### src/rtl/mem_responder.sv
// Word-addressed 16-bit memory slave with fixed, parameterised response latency.
// Optional MEM_STATS_EN adds saturating read/write completion counters.
module mem_responder #(
    parameter int ADDR_BITS = 8,
    parameter int LATENCY   = 4
) (
    input  logic        clk,
    input  logic        rst_n,
    input  logic        mem_read,
    input  logic        mem_write,
    input  logic [1:0]  mem_byte_enable,
    input  logic [15:0] mem_address,
    input  logic [15:0] mem_wdata,
    output logic        mem_resp,
    output logic [15:0] mem_rdata,
    output logic        mem_err
`ifdef MEM_STATS_EN
    ,
    output logic [15:0] rd_count,
    output logic [15:0] wr_count
`endif
);

    typedef enum logic [1:0] {
        IDLE = 2'd0,
        BUSY = 2'd1,
        RESP = 2'd2
    } state_t;

    localparam int         DEPTH    = 1 << ADDR_BITS;
    localparam logic [3:0] CNT_INIT = 4'((LATENCY > 1) ? LATENCY - 2 : 0);

    state_t               state_q, state_d;
    logic [3:0]           cnt_q, cnt_d;
    logic                 accept, access;

    logic                 op_write_q, op_err_q;
    logic [ADDR_BITS-1:0] idx_q;
    logic [15:0]          wdata_q;
    logic [1:0]           be_q;

    logic                 acc_write;
    logic [ADDR_BITS-1:0] acc_idx;
    logic [15:0]          acc_wdata;
    logic [1:0]           acc_be;

    logic [15:0]          mem_array [DEPTH];

    logic                 req;
    logic                 unused_addr_bits;

    assign req              = mem_read | mem_write;
    assign unused_addr_bits = ^{mem_address[15:ADDR_BITS+1], mem_address[0]};

    // NOTE: every always_comb output gets a default first, so no path can infer a latch.
    always_comb begin
        state_d = state_q;
        cnt_d   = cnt_q;
        accept  = 1'b0;
        access  = 1'b0;
        case (state_q)
            IDLE: begin
                if (req) begin
                    accept = 1'b1;
                    if (LATENCY == 1) begin
                        access  = 1'b1;
                        state_d = RESP;
                    end else begin
                        state_d = BUSY;
                        cnt_d   = CNT_INIT;
                    end
                end
            end
            BUSY: begin
                if (!req) begin
                    state_d = IDLE;
                end else if (cnt_q != 4'd0) begin
                    cnt_d = cnt_q - 4'd1;
                end else begin
                    access  = 1'b1;
                    state_d = RESP;
                end
            end
            RESP:    state_d = IDLE;
            default: state_d = IDLE;
        endcase
    end

    // With LATENCY=1 the access happens at the accepting edge, so it must use the live bus.
    always_comb begin
        if (state_q == IDLE) begin
            acc_write = mem_write;
            acc_idx   = mem_address[ADDR_BITS:1];
            acc_wdata = mem_wdata;
            acc_be    = mem_byte_enable;
        end else begin
            acc_write = op_write_q;
            acc_idx   = idx_q;
            acc_wdata = wdata_q;
            acc_be    = be_q;
        end
    end

    // NOTE: sequential state uses non-blocking assignments so every register samples pre-edge values.
    always_ff @(posedge clk) begin
        if (!rst_n) begin
            state_q   <= IDLE;
            cnt_q     <= 4'd0;
            mem_rdata <= 16'h0000;
        end else begin
            state_q <= state_d;
            cnt_q   <= cnt_d;
            if (access && !acc_write) begin
                mem_rdata <= mem_array[acc_idx];
            end
        end
    end

    // Request capture; contents only matter once a request is accepted.
    always_ff @(posedge clk) begin
        if (accept) begin
            op_write_q <= mem_write;
            op_err_q   <= mem_read & mem_write;
            idx_q      <= mem_address[ADDR_BITS:1];
            wdata_q    <= mem_wdata;
            be_q       <= mem_byte_enable;
        end
    end

    // NOTE: the storage array has no reset; contents survive rst_n, but a reset edge blocks the write.
    always_ff @(posedge clk) begin
        if (rst_n && access && acc_write) begin
            if (acc_be[0]) mem_array[acc_idx][7:0]  <= acc_wdata[7:0];
            if (acc_be[1]) mem_array[acc_idx][15:8] <= acc_wdata[15:8];
        end
    end

    assign mem_resp = (state_q == RESP);
    assign mem_err  = (state_q == RESP) & op_err_q;

`ifdef MEM_STATS_EN
    always_ff @(posedge clk) begin
        if (!rst_n) begin
            rd_count <= 16'h0000;
            wr_count <= 16'h0000;
        end else if (access) begin
            if (acc_write) begin
                if (wr_count != 16'hFFFF) wr_count <= wr_count + 16'd1;
            end else begin
                if (rd_count != 16'hFFFF) rd_count <= rd_count + 16'd1;
            end
        end
    end
`endif

endmodule

### config.mk
export PLATFORM = sky130hd
export DESIGN_NAME = mem_responder
export DESIGN_NICKNAME = d
export VERILOG_FILES = /design/src/rtl/mem_responder.sv
export SDC_FILE = /design/constraint.sdc
export NUM_CORES = 2
export LEC_CHECK = 0
export CELL_PAD_IN_SITES_DETAIL_PLACEMENT = 2
export CELL_PAD_IN_SITES_GLOBAL_PLACEMENT = 2
export CORE_UTILIZATION = 52
export DETAILED_ROUTE_END_ITERATION = 10
export PLACE_DENSITY = 0.89
export SLEW_MARGIN = 20
export SYNTH_ARGS = -nofsm -noshare
export SYNTH_HDL_FRONTEND = slang
export SYNTH_SLANG_ARGS = --single-unit
### constraint.sdc
create_clock -name clk -period 16.4 [get_ports clk]
set_input_delay 3.28 -clock clk [delete_from_list [all_inputs] [get_ports clk]]
set_output_delay 3.28 -clock clk [all_outputs]
set_load 0.01 [all_outputs]
==> summary.md, run 1 <==
| Metric | Value |
|---|---|
| Port-buffer cells | `47` |
| Stopped at | `detailed placement (3_5_place_dp)` |
| Die Wd | `547 um` |
| YS warnings | `0` |
| Synthesized area | `154,000 um^2` |
| Syn Inst Count | `9,012` |
| EDFF count, synth | `4,124` |
| Status | `stopped before the end` |
| # IOs | `56` |
| HPWL reported at the end of detailed placement | `507 mm` |
| Die H | `547 um` |
| Syn_nets | `9,051` |
| Routability cong. | `0.836` |
| Register bit count reported by yosys | `4,146` |
| Ys async rst share | `0%` |
| Seq/Total Area, Yosys | `80.5%` |
| Distinct cell type count after synthesis | `49` |
| Rows | `199` |
| Syn Area/Cell | `17.1 um^2` |
| Log Error | `[ERROR DPL-0033] detailed placement checks failed during check placement.` |
| Main synth FF type | `edfxtp_1` |
| Initial Util | `52.4%` |
==> cells by family after synthesis <==
| group | Yosys count | synth area share, % |
|---|---|---|
| compound gates | 3451 | 15.3 |
| simple gates | 719 | 1.91 |
| fa+ha+maj | 1 | 0.00811 |
| xor+xnor | 2 | 0.0114 |
| flops | 4146 | 80.5 |
| buf+inv | 693 | 2.22 |
==> Yosys cell counts, types with 2 or more instances <==
master    instances  share of area [%]
inv_1             6              0.015
nor3_1            7              0.023
nand3_1          42               0.14
o21ai_0          20              0.065
nor4_1           10              0.041
buf_2           394                1.3
buf_4            58               0.28
nand2b_1         10              0.041
o211ai_1          2             0.0097
a221oi_1          2              0.011
nor2_1          518                1.3
o31ai_1           2             0.0097
edfxtp_1       4124                 80
o21ai_4           2              0.021
nand3b_1          7              0.034
o31a_1            2              0.011
buf_6            15               0.11
clkbuf_1        198               0.48
nor2b_1           2             0.0081
o21a_1            6              0.029
o21ai_1           6              0.019
dfxtp_1          22               0.29
nand2_1          92               0.22
buf_1            22              0.054
a22oi_1        2048                 10
nand4_1          11              0.045
or3_1             3              0.012
a21oi_1        1058                3.4
o41ai_1         253                1.4
a41oi_1          44               0.25
and2_1            8              0.032
==> stage by stage <==
step | area [um^2] | setup WS, ns | cells | hold slack (ns)
global placement | 158000 | 7.66 | 12400 | 0.506
floorplan | 154000 | 9.20 | 9012 | 0.477
==> run 2, diff against run 1 <==
Settings changed: CELL_PAD_IN_SITES_DETAIL_PLACEMENT 2 to default, CELL_PAD_IN_SITES_GLOBAL_PLACEMENT 2 to default, CORE_UTILIZATION 52 to 40, PLACE_DENSITY 0.89 to default, PLACE_DENSITY_LB_ADDON from default to 0.15.
==> summary.md, run 2 <==
| Metric | Value |
|---|---|
| Status | `finished, final reports clean (was stopped before the end)` |
| Hold-fix buffers, CTS | `0` |
| Synth top area share | `80.3% (unchanged)` |
| Register bit count reported by yosys | `4,146 (unchanged)` |
| Slew @ Worst Pin | `1.23 ns` |
| Max incr delay on CP | `0.84 ns` |
| Power Dens Cells | `139 nW/um^2` |
| Routed WL | `437 mm` |
| Syn Inst Count | `9,012 (unchanged)` |
| Port-buffer cells | `47 (unchanged)` |
| Startpoint Class | `input port` |
| Most area-consuming cells after synthesis | `edfxtp_1, a22oi_1, a21oi_1 (unchanged)` |
| Cell Area, Placed | `160,000 um^2` |
| Fraction of the mapped netlist area in simple logic gates | `1.91% (unchanged)` |
| Starting DRT DRC Count | `8,865` |
| Num CTS Buffers | `424` |
| Reg area | `124,000 um^2` |
| Die H | `623 um (was 547 um)` |
| Seq/Total Area, Yosys | `80.5% (unchanged)` |
| Pre-CTS WS | `7.36 ns` |
| Count leader, synth | `edfxtp_1 (unchanged)` |
| Max-Slew Margin vs Limit | `16.9%` |
| YS warnings | `0 (unchanged)` |
| Achievable Freq | `122 MHz` |
| CTS H-tree lvls | `5` |
| Sink Count | `4,146` |
| Die area | `388,000 um^2` |
| Hold Path Stages | `2` |
| M2 GR Usage | `35.6%` |
| Area of the multi-input gates | `27,100 um^2` |
| Main synth FF type | `edfxtp_1 (unchanged)` |
| Tot GR Track Use | `21.9%` |
| Post-layout worst setup margin | `8.19 ns` |
| Die Wd | `623 um (was 547 um)` |
| Hold Fails Final Rpt | `0` |
| HP Start | `cnt_q[3]` |
| Post-CTS Setup Repair Bufs | `0` |
| Fill cells | `32,600` |
| Reg2reg setup slack | `10.18 ns` |
| Fraction of layout cells with a size suffix above 1 | `9.33%` |
| Grt total ovfl | `0` |
| CP max FO | `70` |
| Finished Cell Area | `173,000 um^2` |
| Synthesized area | `154,000 um^2 (unchanged)` |
| Arr. time, crit path | `9.08 ns` |
| GR Util met1 | `30.8%` |
| Top reg by flops | `mem_array` |
| Non-Filler Instances | `14,400` |
| Met3 usage | `3.08%` |
| DR DRC count | `0` |
| Mux contribution to synthesized area | `0% (unchanged)` |
| Core ar. | `383,000 um^2` |
| Root Driver | `clkbuf_16` |
| Worst path most repeated cell | `buf_4` |
| CP cell instances | `clkdlybuf4s50_1 -> or4b_1 -> o21ai_4 -> buf_4 -> buf_4 -> buf_4 -> buf_4 -> a22oi_1 -> a21oi_1 -> o41ai_1 -> a41oi_1 -> nor4_1 -> a21oi_1` |
| Final setup fails | `0` |
| Cell taking the most area after synthesis | `edfxtp_1 (unchanged)` |
| Top delay family on crit path | `buffers and inverters` |
| Nets | `9,047` |
| Ys async rst share | `0% (unchanged)` |
| Worst-skew pair later-pin latency | `0.96 ns` |
| Period utilization | `50.1%` |
| Commonest cells after routing, fill and taps aside | `edfxtp_1, a22oi_1, a21oi_1` |
| Max reg flops | `4,096` |
| Post-layout minimum cycle time | `8.21 ns` |
| Worst min path class | `flop to flop` |
| Clock slew at reported path FFs | `0.06 ns` |
| Routed via count | `86,100` |
| CP endpoint kind | `flop` |
| HPWL reported at the end of detailed placement | `252 mm (was 507 mm)` |
| Post-synth top cells | `edfxtp_1, a22oi_1, a21oi_1 (unchanged)` |
| Largest family of logic cells by synthesized area | `compound AO/OA/AOI/OAI gates (unchanged)` |
| First-pass GRT wire length | `621 mm` |
| # IOs | `56 (unchanged)` |
| Detail Route Antenna Nets | `0` |
| Drt via density | `5.98` |
| Vias in the first global route | `85,000` |
| CTS tree | `done` |
| Initial antenna violation count | `27` |
| Syn_nets | `9,051 (unchanged)` |
| Critical path class | `input port to flop` |
| Critical Path Start | `mem_address[2]` |
| Reg-to-reg startpoint | `state_q[0]` |
| P&R area growth vs syn | `12.4%` |
| WP buf/inv | `5` |
| Max Cap Viol | `0` |
| Routability cong. | `0.793 (was 0.836)` |
| EDFF count, synth | `4,124 (unchanged)` |
| Placed Cells | `13,600` |
| Compound-Gate Fraction of Synth Area | `15.3% (unchanged)` |
| Unrepaired setup endpoints after global routing | `false` |
| Reg2reg path depth | `11` |
| Rows | `227 (was 199)` |
| Most common cell after layout, fill and taps aside | `edfxtp_1` |
| Distinct cell type count after synthesis | `49 (unchanged)` |
| Xor/xnor share of the synthesized area | `0.0114% (unchanged)` |
| Clock Tree Buf Depth | `4` |
| IR drop worst, VDD | `87.2 uV` |
| Routed wire per std cell | `30.4 um` |
| Top Usage Layer GRT | `met2` |
| Largest net degree at the start of global routing | `170` |
| Synth Area in Adders | `0.00811% (unchanged)` |
| CP required | `17.26 ns` |
| Setup TNS Final | `0 ns` |
| Post_cts resized | `0` |
| Regs by FF count | `mem_array: 4096 flops, mem_rdata: 16 flops, wdata_q: 16 flops` |
| Layout Skew | `0.0583 ns` |
| Drt first pass iters | `8` |
| Slowest cell on crit path | `buf_4` |
| Leakage dissipation | `51.0 nW` |
| Post-layout util | `45.3%` |
| WP depth | `13` |
| Syn Area/Cell | `17.1 um^2 (unchanged)` |
| Initial Util | `40.3% (was 52.4%)` |
| Final Max Slew Viols | `0` |
-- run 2: final cells by class --
type	count	area share, %
diodes	12	0.0173
clock buffers	534	6.54
clock inverters	228	1.24
inverters	6	0.0130
multi-input cells	4173	15.6
flip-flops and latches	4146	71.7
well taps	5038	3.63
repair buffers	257	1.29
-- run 2: routing by layer --
metal,vias to the layer above,share of wire (%)
met1,44900,42
li1,37300,-
met5,-,0.0096
met3,601,6.8
met4,6,3.1
met2,3290,48
-- run 2: path summary, 6_finish.rpt --
kind / end
max: mem_rdata[2]
min reg2reg: cnt_q[3]
min: cnt_q[3]
max reg2reg: mem_rdata[0]
-- run 2: tightest hold or removal path, stage by stage (launching register included) --
cell	delay, ns
dfxtp_1	0.34
xnor2_1	0.08
nor2_1	0.09
-- run 2: report_power, final --
group	total, W	internal (W)	switching (W)
logic	0.00259	0.000535	0.00206
clock network	0.00944	0.00548	0.00396
registers	0.0121	0.0121	0.0000159
-- run 2: cells by family (layout without fill, tap and decap cells) --
| group | Yosys count | after routing |
|---|---|---|
| adder cells (fa/ha/maj) | 1 | 1 |
| XOR/XNOR | 2 | 2 |
| other | 0 | 12 |
| AND/OR/NAND/NOR | 719 | 719 |
| buffers and inverters | 693 | 1025 |
| AO/OA/AOI/OAI | 3451 | 3451 |
| flip-flops | 4146 | 4146 |
-- run 2: per-stage QoR --
step | hold WS (ns) | total power [W]
after floorplan | 0.477 | 0.0140
after global placement | 0.512 | 0.0149
after detailed placement | 0.522 | 0.0150
after CTS | 0.547 | 0.0243
after global routing | 0.570 | 0.0248
final | 0.545 | 0.0242
(Power assumes the default switching activity.)
